## src/rtl/decoder_nx2n_seq_pkg.sv

```systemverilog
// decoder_nx2n_seq_pkg: shared state type and one-hot helper for the sequenced decoder
package decoder_nx2n_seq_pkg;
  localparam int MAX_N = 8;
  typedef enum logic [1:0] {IDLE, DIRECT, SCAN} state_e;
  function automatic logic [2**MAX_N-1:0] onehot(input int unsigned idx, input int unsigned n);
    onehot = '0;
    if (idx < (32'd1 << n)) onehot[idx[MAX_N-1:0]] = 1'b1;
  endfunction
endpackage

```

## src/rtl/decoder_nx2n_seq_dwell_counter.sv

```systemverilog
// decoder_nx2n_seq_dwell_counter: counts dwell cycles in scan and flags the last one
module decoder_nx2n_seq_dwell_counter
  import decoder_nx2n_seq_pkg::*;
#(
  parameter int DWELL = 1
) (
  input  logic clk,
  input  logic rst,
  input  logic clr_i,
  output logic tc_o
);
  localparam int CW = DWELL > 1 ? $clog2(DWELL) : 1;
  logic [CW-1:0] cnt_q;
  assign tc_o = cnt_q == CW'(DWELL - 1);
  // Restart on clear, otherwise count up and roll over after the terminal cycle
  always_ff @(posedge clk)
    if (rst || clr_i) cnt_q <= '0;
    else cnt_q <= tc_o ? '0 : cnt_q + 1'b1;
endmodule

```

## src/rtl/decoder_nx2n_seq.sv

```systemverilog
// decoder_nx2n_seq: registered N-to-2^N one-hot decoder with direct and scan modes
module decoder_nx2n_seq
  import decoder_nx2n_seq_pkg::*;
#(
  parameter int N          = 3,
  parameter int DWELL      = 1,
  parameter bit ACTIVE_LOW = 1'b0
) (
  input  logic           clk,
  input  logic           rst,
  input  logic           en,
  input  logic           mode,
  input  logic [N-1:0]   sel,
  output logic [2**N-1:0] y,
  output logic [N-1:0]   idx,
  output logic           valid,
  output logic           wrap
);
  localparam int W = 2**N;
  localparam logic [W-1:0] POL = {W{ACTIVE_LOW}};
  typedef logic [W-1:0] y_t;
  state_e state_q, state_d;
  logic [N-1:0] idx_q, idx_d;
  logic [W-1:0] y_q, y_d;
  logic valid_q, valid_d, wrap_q, wrap_d, clr, tc;
  decoder_nx2n_seq_dwell_counter #(.DWELL(DWELL)) u_dwell (
    .clk  (clk),
    .rst  (rst),
    .clr_i(clr),
    .tc_o (tc)
  );
  // Next state: disable beats mode; scan steps only while already scanning
  always_comb begin
    state_d = state_q;
    idx_d   = idx_q;
    wrap_d  = 1'b0;
    clr     = 1'b1;
    if (!en) state_d = IDLE;
    else if (!mode) begin
      state_d = DIRECT;
      idx_d   = sel;
    end else if (state_q != SCAN) begin
      state_d = SCAN;
      idx_d   = sel;
    end else begin
      clr = 1'b0;
      if (tc) begin
        idx_d  = idx_q + 1'b1;
        wrap_d = &idx_q;
      end
    end
    valid_d = state_d != IDLE;
    y_d     = (valid_d ? y_t'(onehot(32'(idx_d), N)) : '0) ^ POL;
  end
  // State and output registers
  always_ff @(posedge clk)
    if (rst) begin
      state_q <= IDLE;
      idx_q   <= '0;
      y_q     <= POL;
      valid_q <= 1'b0;
      wrap_q  <= 1'b0;
    end else begin
      state_q <= state_d;
      idx_q   <= idx_d;
      y_q     <= y_d;
      valid_q <= valid_d;
      wrap_q  <= wrap_d;
    end
  assign y     = y_q;
  assign idx   = idx_q;
  assign valid = valid_q;
  assign wrap  = wrap_q;
endmodule

```

## config.mk

```make
export PLATFORM = sky130hd
export DESIGN_NAME = decoder_nx2n_seq
export DESIGN_NICKNAME = d
export VERILOG_FILES = /design/src/rtl/decoder_nx2n_seq_pkg.sv /design/src/rtl/decoder_nx2n_seq_dwell_counter.sv /design/src/rtl/decoder_nx2n_seq.sv
export SDC_FILE = /design/constraint.sdc
export NUM_CORES = 1
export LEC_CHECK = 0
export ABC_AREA = 0
export BUFFER_PORTS_ARGS = -buffer_cell sky130_fd_sc_hd__buf_2
export CAP_MARGIN = 20
export CORE_MARGIN = 10
export CORE_UTILIZATION = 40
export DETAILED_ROUTE_END_ITERATION = 6
export PLACE_DENSITY_LB_ADDON = 0.25
export SYNTH_ARGS = -nofsm -noshare
export SYNTH_HDL_FRONTEND = slang
export SYNTH_HIERARCHICAL = 1
export SYNTH_SLANG_ARGS = --single-unit
```

## constraint.sdc

```tcl
create_clock -name clk -period 2 [get_ports clk]
set_input_delay 0.3 -clock clk [delete_from_list [all_inputs] [get_ports clk]]
set_output_delay 0.3 -clock clk [all_outputs]
set_load 0.01 [all_outputs]
```

==> flow_summary.toml <==
[die]
die_x_um = 59.8
start_util = 0.420
dieArea_um2 = 3570
ios = 20
die_y_um = 59.8
rows = 14
coreArea_um2 = 1510

[pwr]
p_leak_nw = 0.346
p_int_mw = 0.437
swShare = 0.250
irDropWorstVdd_mv = 0.419
power_switching_mw = 0.146
comb_power_share = 0.141
seq_power_share = 0.580
p_clk_frac = 0.279
power_density_nw_per_um2 = 764

[grt]
overflow = 0
grt_max_degree = 9
grt_pass1_wl_um = 2060
grt_pass1_vias = 443
grtUsageTotal = 0.0785
antenna_found_initial = 0

[place]
portBuffers = 19
dp_slack_ns = 0.573
gp_congestion = 0.813
dp_hpwl_um = 1070

[timing]
holdWs_ns = 0.210
worst_slack_ns = 0.558
period_share = 0.721
rsz0062_at_grt = "false"
finalMaxSlewViolations = 0
period_minus_slack_ns = 1.44
hold_viol_final = 0
setup_viol = 0
fmax_mhz = 693
final.setup.tns_ns = 0
skew_ns = 0.00377

[finish]
n_fill_cell = 146
area_growth_syn_to_layout_pct = 20.6
fin_nets = 86
diodes = 0
drive_gt1_frac = 0.480

[logic_synthesis]
synth_fp_nets = 63
syn_area_um2 = 633
avgSynthCellArea_um2 = 11.7
yosysWarningCount = 6
syn_inst = 54

[run_status]
outcome = "finished, final reports clean"

[drt]
wl_met2_um = 557
num_vias = 444
highest_layer = "met4"
wl_met3_um = 138
drtIter0Drc = 8
post-route-drc-count = 0
antenna_left = 0
wirelength_um = 1330
viasPerCell = 4.88
firstDrtPassIters = 4
wl_per_cell_um = 14.6
wl_met1_um = 581

[setup_path]
arrival_ns = 1.61
cp.required_ns = 2.16
cp-end-kind = "register"
start_kind = "register"
crit_type = "reg -> reg"
crit_path_max_fanout = 5

[clock_network]
clock-sinks = 16
post_cts_buffers = 0
cts_tree = "done"
cts_buffer_depth = 2
clock_latency_ns = 0.28
cts.clk_slew.worst_paths_ns = 0.09
cts_buffers = 3
cts_root_buffer = "clkbuf_4"
postCtsResizedCells = 0
h-tree-depth = 1
postCtsHoldBufs = 0

[run]
maxCapViolations = 0

[min_path]
worstHoldPathType = "in -> reg"
final timing paths:
path / slack, ns / from / endpoint / depth (start not counted)
worst max-delay path: 0.56 / idx[0] / y[6] / 5
worst min-delay path: 0.21 / rst / idx[0] / 2
worst max register to register: 0.56 / idx[0] / y[6] / 5
worst min register to register: 0.54 / idx[0] / idx[0] / 2
placed cells by master (no fill, tap or decap):
master and instances:
buf_2 19, a21oi_1 1, and2b_2 2, nand2_1 3, nand4b_1 1, ha_1 2
nor2_1 3, clkbuf_4 3, and2_2 1, nor3_2 2, nand2b_4 1, mux2i_1 1
nand2b_1 1, a2bb2oi_2 2, o2bb2ai_1 1, o21a_2 1, and3b_4 1, conb_1 1
dfxtp_1 16, nand3b_1 1, o2bb2ai_2 2, xor2_1 1, inv_1 1, nor3_1 6
o22ai_2 2
layout make-up:
cell class | instances | area (µm²) | area share
clock buffers | 3 | 22.5 | 0.0295
inverters | 1 | 3.75 | 0.00492
multi-input cells | 36 | 302 | 0.395
flip-flops and latches | 16 | 320 | 0.420
well taps | 16 | 20.0 | 0.0262
repair buffers | 19 | 95.1 | 0.125
sequential cells by signal (all words and copies together), names as in the netlist:
register / flops
u_dwell/cnt_q: 1
wrap: 1
valid: 1
y: 8
state_q: 2
idx: 3
per-stage QoR:
step                      cells  instance area (µm²)  power [mW]   util
after floorplan              54                  633       0.402      -
after global placement       88                  741       0.426  0.492
after detailed placement     88                  741       0.428  0.492
after CTS                    91                  763       0.590  0.507
after global routing         91                  763       0.614  0.507
final                        91                  763       0.583  0.507
per-layer routing:
| layer | up-vias | global-route usage |
|---|---|---|
| met1 | 186 | 0.0832 |
| met5 | - | 0 |
| met3 | 4 | 0.0381 |
| li1 | 236 | - |
| met2 | 18 | 0.109 |
| met4 | 0 | 0.0769 |
power groups by stage:
stage / clock network (mW) / logic (mW) / registers, mW
floorplan: 0 / 0.0521 / 0.349
global placement: 0 / 0.0808 / 0.345
detailed placement: 0 / 0.0828 / 0.346
CTS: 0.169 / 0.0831 / 0.338
global route: 0.185 / 0.0887 / 0.340
finish: 0.163 / 0.0823 / 0.338
critical path, cell delays in order, from the launching register on:
cell and delay (ns):
dfxtp_1 0.36, ha_1 0.21, ha_1 0.29, o22ai_2 0.18, o2bb2ai_2 0.20, nor3_1 0.09
Note: power is estimated with default switching activity, not from simulation.
